File: src/rtl/any1_branch_predictor_if.sv
// any1_branch_predictor_if: fetch-side prediction and execute-side training signals of the gshare predictor
//   rdy_o         predictor table initialised
//   pred_v_i      prediction request, pred_pc_i its PC
//   pred_v_o      prediction valid, pred_taken_o direction, pred_hist_o history used
//   upd_v_i       resolved-branch update, upd_pc_i/upd_hist_i locate the counter
//   upd_takb_i    resolved outcome, upd_mispred_i triggers history repair
interface any1_branch_predictor_if #(
    parameter int AMSB      = 31,
    parameter int HIST_BITS = 8
);
    logic                 rdy_o;
    logic                 pred_v_i;
    logic [AMSB:0]        pred_pc_i;
    logic                 pred_v_o;
    logic                 pred_taken_o;
    logic [HIST_BITS-1:0] pred_hist_o;
    logic                 upd_v_i;
    logic [AMSB:0]        upd_pc_i;
    logic [HIST_BITS-1:0] upd_hist_i;
    logic                 upd_takb_i;
    logic                 upd_mispred_i;

    modport master (
        input  rdy_o, pred_v_o, pred_taken_o, pred_hist_o,
        output pred_v_i, pred_pc_i, upd_v_i, upd_pc_i, upd_hist_i, upd_takb_i, upd_mispred_i
    );

    modport slave (
        output rdy_o, pred_v_o, pred_taken_o, pred_hist_o,
        input  pred_v_i, pred_pc_i, upd_v_i, upd_pc_i, upd_hist_i, upd_takb_i, upd_mispred_i
    );
endinterface

File: src/rtl/any1_branch_predictor.sv
// any1_branch_predictor: gshare direction predictor with 2-bit saturating counters and history repair
//   rst_ni  async active-low reset
//   clk_i   clock
//   bp      slave side of any1_branch_predictor_if (prediction request/response, training update)
module any1_branch_predictor #(
    parameter int ENTRIES   = 512,
    parameter int HIST_BITS = 8,
    parameter int AMSB      = 31
) (
    input logic                   rst_ni,
    input logic                   clk_i,
    any1_branch_predictor_if.slave bp
);
    localparam int IDXB = $clog2(ENTRIES);

    typedef enum logic {INIT, RUN} state_e;

    state_e               state_q;
    logic [IDXB-1:0]      init_ptr_q;
    logic [HIST_BITS-1:0] ghist_q, ghist_d, pred_hist_q;
    logic                 rdy_q, pred_v_q, pred_taken_q;
    logic [1:0]           ctr_q [ENTRIES];
    logic [IDXB-1:0]      pidx, uidx;
    logic [1:0]           uold, unew, pctr;
    logic                 run, upd_en, pred_en, repair;
    logic                 unused_pc;

    always_comb begin
        run     = state_q == RUN;
        upd_en  = run && bp.upd_v_i;
        pred_en = run && bp.pred_v_i;
        repair  = upd_en && bp.upd_mispred_i;
        pidx    = bp.pred_pc_i[IDXB+1:2] ^ IDXB'(ghist_q);
        uidx    = bp.upd_pc_i[IDXB+1:2] ^ IDXB'(bp.upd_hist_i);
        uold    = ctr_q[uidx];
        unew    = bp.upd_takb_i ? ((uold == 2'd3) ? 2'd3 : uold + 2'd1)
                                : ((uold == 2'd0) ? 2'd0 : uold - 2'd1);
        // write-first: a same-index update this cycle is visible to the prediction
        pctr    = (upd_en && uidx == pidx) ? unew : ctr_q[pidx];
        // repair beats the speculative shift of a same-cycle prediction
        ghist_d = repair  ? {bp.upd_hist_i[HIST_BITS-2:0], bp.upd_takb_i}
                : pred_en ? {ghist_q[HIST_BITS-2:0], pctr[1]}
                :           ghist_q;
    end

    always_ff @(posedge clk_i or negedge rst_ni) begin
        if (!rst_ni) begin
            state_q      <= INIT;
            init_ptr_q   <= '0;
            rdy_q        <= 1'b0;
            pred_v_q     <= 1'b0;
            pred_taken_q <= 1'b0;
            pred_hist_q  <= '0;
            ghist_q      <= '0;
        end else if (!run) begin
            init_ptr_q <= init_ptr_q + 1'b1;
            if (init_ptr_q == IDXB'(ENTRIES - 1)) begin
                state_q <= RUN;
                rdy_q   <= 1'b1;
            end
        end else begin
            pred_v_q <= bp.pred_v_i;
            if (bp.pred_v_i) begin
                pred_taken_q <= pctr[1];
                pred_hist_q  <= ghist_q;
            end
            ghist_q <= ghist_d;
        end
    end

    // counter table needs no reset: INIT rewrites every entry before RUN
    always_ff @(posedge clk_i) begin
        if (!run) ctr_q[init_ptr_q] <= 2'b01;
        else if (upd_en) ctr_q[uidx] <= unew;
    end

    assign unused_pc = ^{bp.pred_pc_i[AMSB:IDXB+2], bp.pred_pc_i[1:0],
                         bp.upd_pc_i[AMSB:IDXB+2], bp.upd_pc_i[1:0]};

    assign bp.rdy_o        = rdy_q;
    assign bp.pred_v_o     = pred_v_q;
    assign bp.pred_taken_o = pred_taken_q;
    assign bp.pred_hist_o  = pred_hist_q;
endmodule

File: src/flat_wrapper.sv
// flat-port wrapper written by rule: the top's interface ports become plain ports
module any1_branch_predictor_flat 
#(
    parameter int ENTRIES   = 512,
    parameter int HIST_BITS = 8,
    parameter int AMSB      = 31
)
  (rst_ni, clk_i, bp_rdy_o, bp_pred_v_o, bp_pred_taken_o, bp_pred_hist_o, bp_pred_v_i, bp_pred_pc_i, bp_upd_v_i, bp_upd_pc_i, bp_upd_hist_i, bp_upd_takb_i, bp_upd_mispred_i);
  any1_branch_predictor_if #(.AMSB(AMSB), .HIST_BITS(HIST_BITS)) bp_i ();
  input logic rst_ni;
  input logic clk_i;
  output wire logic [$bits(bp_i.rdy_o)-1:0] bp_rdy_o;
  output wire logic [$bits(bp_i.pred_v_o)-1:0] bp_pred_v_o;
  output wire logic [$bits(bp_i.pred_taken_o)-1:0] bp_pred_taken_o;
  output wire logic [$bits(bp_i.pred_hist_o)-1:0] bp_pred_hist_o;
  input wire logic [$bits(bp_i.pred_v_i)-1:0] bp_pred_v_i;
  input wire logic [$bits(bp_i.pred_pc_i)-1:0] bp_pred_pc_i;
  input wire logic [$bits(bp_i.upd_v_i)-1:0] bp_upd_v_i;
  input wire logic [$bits(bp_i.upd_pc_i)-1:0] bp_upd_pc_i;
  input wire logic [$bits(bp_i.upd_hist_i)-1:0] bp_upd_hist_i;
  input wire logic [$bits(bp_i.upd_takb_i)-1:0] bp_upd_takb_i;
  input wire logic [$bits(bp_i.upd_mispred_i)-1:0] bp_upd_mispred_i;
  assign bp_rdy_o = bp_i.rdy_o;
  assign bp_pred_v_o = bp_i.pred_v_o;
  assign bp_pred_taken_o = bp_i.pred_taken_o;
  assign bp_pred_hist_o = bp_i.pred_hist_o;
  assign bp_i.pred_v_i = bp_pred_v_i;
  assign bp_i.pred_pc_i = bp_pred_pc_i;
  assign bp_i.upd_v_i = bp_upd_v_i;
  assign bp_i.upd_pc_i = bp_upd_pc_i;
  assign bp_i.upd_hist_i = bp_upd_hist_i;
  assign bp_i.upd_takb_i = bp_upd_takb_i;
  assign bp_i.upd_mispred_i = bp_upd_mispred_i;
  any1_branch_predictor #(.ENTRIES(ENTRIES), .HIST_BITS(HIST_BITS), .AMSB(AMSB)) u_core (.rst_ni(rst_ni), .clk_i(clk_i), .bp(bp_i));
endmodule
File: config.mk
export PLATFORM = sky130hd
export DESIGN_NAME = any1_branch_predictor_flat
export DESIGN_NICKNAME = d
export VERILOG_FILES = /design/src/rtl/any1_branch_predictor_if.sv /design/src/rtl/any1_branch_predictor.sv /design/src/flat_wrapper.sv
export SDC_FILE = /design/constraint.sdc
export NUM_CORES = 2
export LEC_CHECK = 0
export BUFFER_PORTS_ARGS = -buffer_cell sky130_fd_sc_hd__clkbuf_2
export CAP_MARGIN = 10
export CELL_PAD_IN_SITES_DETAIL_PLACEMENT = 0
export CELL_PAD_IN_SITES_GLOBAL_PLACEMENT = 2
export CORE_MARGIN = 10
export CORE_UTILIZATION = 43
export DETAILED_ROUTE_END_ITERATION = 16
export GPL_TIMING_DRIVEN = 0
export PLACE_DENSITY = 0.83
export SLEW_MARGIN = 10
export SYNTH_ARGS = -nofsm -noshare
export SYNTH_HDL_FRONTEND = slang
export SYNTH_SLANG_ARGS = --single-unit
File: constraint.sdc
create_clock -name clk_i -period 19.04 [get_ports clk_i]
set_input_delay 3.808 -clock clk_i [delete_from_list [all_inputs] [get_ports clk_i]]
set_output_delay 3.808 -clock clk_i [all_outputs]
set_load 0.02 [all_outputs]
## Word level (Yosys, flattened, before mapping)

Memories as Yosys holds them, arrays and structs flattened.
Index checks and enable logic that the tools add are counted.
Widths: inputs -> output; s select.

| cells by class | value |
|---|---|
| multiplexer cells | 15 |
| add/sub/neg operators | 3 |
| reduce and logical (&&, ||, !) cells | 10 |
| bitwise operators | 3 |
| equal/unequal tests | 3 |

Operators with widths:

| cell | count |
|---|---|
| $xor 9x8->9 | 2 |
| $mux 8 | 2 |
| $mux 2 | 5 |
| $add 9x1->9 const B | 1 |
| $eq 9x9->1 | 1 |
| $eq 9x9->1 const B | 1 |
| $mux 9 | 1 |
| $mux 1 | 7 |
| $reduce_and 2->1 | 3 |
| $logic_and 1x1->1 | 4 |
| $add 2x1->2 const B | 1 |
| $eq 2x2->1 const B | 1 |
| $logic_not 2->1 | 1 |
| $reduce_bool 2->1 | 1 |
| $reduce_or 2->1 | 1 |
| $sub 2x1->2 const B | 1 |
| $not 1->1 | 1 |

| storage, ports and cells | value |
|---|---|
| register bits | 29 |
| logic and storage cells | 42 |
| memories kept | 1 |
| input port bits | 78 |
| output and inout port bits | 11 |
| RAM bits | 1024 |

Memories:

| name | depth | width | read ports | clocked after memory_dff | write ports | RTL line | RTL |
|---|---|---|---|---|---|---|---|
| u_core.ctr_q | 512 | 2 | 2 | 0 | 1 | any1_branch_predictor.sv:22 | `logic [1:0] ctr_q [ENTRIES];` |

## Depth between registers and ports, before layout

An unclocked memory read counts as a cell.

| logic depth | value |
|---|---|
| depth in word-level cells | 8 |
| depth in mapped cells | 14 |
| mapped depth without buffers | 10 |

## Worst setup path after synthesis

OpenSTA, ideal clock, no wires.

| path | value |
|---|---|
| kind | input to register |
| start point | input bp_upd_hist_i[0] |
| end point | memory u_core.ctr_q[0][1], data pin |
| path buffers | 3 |
| stages on the path | 12 |
| data required time | 16100 ps |
| arrival time | 19659 ps |
| setup time | 2940 ps |
| path slack | -3559 ps |
| cell sequence | xnor2_1 buf_2 buf_2 buf_2 nor3_1 or4_1 o311a_1 o22ai_1 a311oi_1 o21ai_1 nand2_1 a21oi_1 |

| between the ends | value |
|---|---|
| longest elaborated chain between the ends | 6 |
| elaborated cells on any way between the ends | 10 |
| those cells by class | add/sub (2); eq/ne (1); mux (4); bitwise (1); reduce/logical (1); memory (1) |

RTL lines:

| what | RTL line | RTL |
|---|---|---|
| start: declaration | flat_wrapper.sv:20 | `input wire logic [$bits(bp_i.upd_hist_i)-1:0] bp_upd_hist_i;` |
| $xor 9x8->9 (*) | any1_branch_predictor.sv:34 | `uidx = bp.upd_pc_i[IDXB+1:2] ^ IDXB'(bp.upd_hist_i);` |
| $mem_v2 512x2 (*) | n/a |  |
| $sub 2x1->2, or another cell as far along | any1_branch_predictor.sv:37 | `: ((uold == 2'd0) ? 2'd0 : uold - 2'd1);` |
| $mux 2 (on tied branches) | any1_branch_predictor.sv:37, any1_branch_predictor.sv:36 |  |
| $mux 2 (*) | any1_branch_predictor.sv:36 | `unew = bp.upd_takb_i ? ((uold == 2'd3) ? 2'd3 : uold + 2'd1)` |
| $mux 2 (no line) (*) | n/a |  |
| end: declaration | any1_branch_predictor.sv:22 |  |

Mark *: on every way between the ends. The rest lies on a longest branch, timed or not.

## Worst setup path after layout

| path | value |
|---|---|
| start point | input bp_upd_hist_i[0] |
| end point | memory u_core.ctr_q[225][1], data pin |

Same word-level chain as after synthesis.

==> results.toml <==
[yosys]
synthFlopType = "edfxtp_1"
synth_top_area_cell = "edfxtp_1"
synth.area.top_cells = "edfxtp_1 64%, mux4_2 14%, nor2_1 4.5%"
syn_avg_cell_area_um2 = 15.6
yosysTopAreaCellShare = 0.638
seq_area_frac_synth = 0.653
synth_cells = 3089
ys_seq_elements = 1053
syn_nets = 3169
yosys_warnings = 0
synth_edf_count = 1024
synthArstFlopShare = 0.0275
synth_cell_types = 81
synth_area_um2 = 48200

[power_and_ir_drop]
comb_power_share = 0.100
p_sw_mw = 1.34
p_leak_nw = 17.1
peakVddDrop_v = 0.0000716
clkPwrFrac = 0.421
switching_share = 0.256
fin_total_pwr_mw = 5.22
internal-power_mw = 3.88
p_seq_frac = 0.479
power_density_nw_per_um2 = 94.7

[placement]
place_inst = 4671
gp_congestion = 1.04
portBuffers = 42
place_hpwl_um = 145000

[timing]
rsz0062_at_grt = "no"
fin_setup_tns_ns = 0
slew_headroom = 0.0376
clock_skew_ns = 0.0304
hold_violations = 0
max_freq_mhz = 104
fin_crit_sh = 0.504
timing.final.crit_period_ns = 9.60
setup_violations = 0
slew_viol_final = 0
max_slew.worst_pin.slew_ns = 1.44

[critical_path]
r2r_setup_slack_ns = 13.16
start_kind = "primary input"
crit_arrival_ns = 10.18
crit_start = "bp_upd_hist_i[0]"
required_ns = 19.62
path_class = "primary input to flop"
critPathMaxFanout = 24
r2r_end = "u_core.bp.pred_taken_o"
setup.worst_path.end_class = "flop"
reg2regPathDepth = 11
r2r_start = "u_core.ghist_q[2]"

[clocking]
cts_buffers = 110
cts-resized-gates = 0
clkTransAtPathRegs_ns = 0.06
h-tree-depth = 3
cts.sinks = 1053
cts_root_buf = "clkbuf_16"
cts_post_setup_buffers_inserted = 0
clockBufferDepth = 3
clock_latency_ns = 0.73
cts_tree = "done"
hold_buffers = 0

[floorplan]
rows = 122
die-width_um = 355
dieArea_um2 = 126000
core_area_um2 = 111000
start_util = 0.434
die_y_um = 355
ioPinCount = 89

[routing]
vias_per_cell = 7.03
postRouteAntennaNets = 0
drc_errors = 0
first_iter_violations = 6590
wirelength_um = 208000
vias = 34300
dr.pass1.iters = 6
wl_per_cell_um = 42.7

[final_layout]
final_common_cell = "edfxtp_1"
multi_input_area_um2 = 15500
final_cells = 4882
fillers = 9307
syn_to_final_growth_pct = 14.4
drive_gt1_frac = 0.216
final_cell_mix = "1,024 x edfxtp_1, 576 x nor2_1, 299 x mux4_2"
seqCellArea_um2 = 31500
nets = 3377

[grt]
grt_pass1_vias = 32800
grt_usage = 0.323
grt_start_max_net_pins = 40
grt-ovfl-total = 0
grt_pass1_wl_um = 277000
grt_antenna_before_repair = 12

[status]
status = "completed"

[flow_run]
cap_violations = 0

[worst_hold_path]
min_from = "u_core.bp.pred_hist_o[6]"
hold_depth = 1
hold_path_class = "flop to flop"
whs_endpoint = "u_core.bp.pred_hist_o[6]"
[cell families after synthesis]
kind of cell	count (synthesis)	share of synthesized area
buffers and inverters	231	0.0283
adders and majority gates	2	0.000519
muxes	386	0.172
and+or+nand+nor	1072	0.0925
DFF	1053	0.653
xor gates and xnor gates	46	0.00922
AOI/OAI and AO/OA	299	0.0440
[cells in the mapped netlist (all sizes together), types with 4 or more instances]
library cell	instances
a2111oi	6
a22oi	53
a211oi	7
mux2i	41
nand3b	6
xnor2	30
o22ai	39
xor2	16
o21ai	37
inv	4
or4	5
a21oi	47
buf	111
nor2	581
o2111ai	6
a22o	6
mux4	342
nor3	42
a21o	8
edfxtp	1024
o211ai	9
dfrtp	29
a31oi	18
o32ai	7
nand4	36
a32oi	6
o31ai	10
nand2	268
and3	15
nand3	93
a311oi	7
nand2b	5
clkbuf	116
nor4	13
a221oi	7
[power groups by stage]
stage               Clock [mW]  Combinational, mW  Sequential (mW)
global placement             0              0.480             2.55
global route              2.29              0.505             2.50
floorplan                    0              0.232             2.55
detailed placement           0              0.488             2.55
CTS                       2.19              0.489             2.50
finish                    2.20              0.521             2.50
[area by class of cell]
| cell class | count | share of cell area |
|---|---|---|
| flip-flops and latches | 1053 | 0.571 |
| multi-input cells | 1805 | 0.281 |
| clock buffers | 127 | 0.0511 |
| well taps | 1488 | 0.0338 |
| plain buffers | 227 | 0.0252 |
| repair buffers | 96 | 0.0238 |
| clock inverters | 79 | 0.0142 |
| inverters | 4 | 0.000272 |
| diodes | 3 | 0.000136 |
[worst max-delay path, stage by stage]
cell	delay [ns]
clkbuf_2	0.27
xor2_2	0.58
buf_4	0.43
buf_2	0.65
nor4_1	0.32
nand3_1	0.15
o2111ai_1	0.11
nor4_1	0.71
nor3_2	0.05
o32ai_1	0.95
nand2b_1	0.24
o21ai_1	0.12
a21oi_4	0.72
buf_16	0.26
buf_16	0.18
buf_16	0.17
buf_16	0.18
buf_16	0.16
[how the worst max path moves through the flow]
stage,end,cells past startpoint
floorplan,u_core.ctr_q[0][1],12
global placement,u_core.ctr_q[403][1],12
detailed placement,u_core.ctr_q[214][1],18
CTS,u_core.ctr_q[225][1],18
global route,u_core.ctr_q[226][1],19
finish,u_core.ctr_q[225][1],18
[registers in the layout, indices dropped and copies added, names as in the netlist]
| name | count |
|---|---|
| u_core.ctr_q | 1024 |
| u_core.init_ptr_q | 9 |
| u_core.bp.pred_hist_o | 8 |
| u_core.ghist_q | 8 |
| u_core.bp.pred_taken_o | 1 |
| u_core.bp.pred_v_o | 1 |
| u_core.bp.rdy_o | 1 |
| u_core.run | 1 |
[per-layer routing]
| metal | vias to the layer above | GRT usage | wire length (µm) | share of wire |
|---|---|---|---|---|
| li1 | 12700 | - | - | - |
| met1 | 17600 | 0.398 | 69700 | 0.33 |
| met2 | 3221 | 0.471 | 89000 | 0.43 |
| met3 | 798 | 0.116 | 31600 | 0.15 |
| met4 | 16 | 0.231 | 17900 | 0.086 |
| met5 | - | 0 | 146 | 0.00070 |
[stage by stage]
stage	hold WS, ns	setup slack, ns	util	instance area (µm²)
after floorplan	0.479	3.22	-	48200
after global placement	0.462	-8.73	0.453	50300
after detailed placement	0.466	9.02	0.464	51500
after CTS	0.480	9.78	0.497	55100
after global routing	0.508	9.37	0.497	55100
final	0.477	9.44	0.497	55200
(Power assumes the default switching activity.)
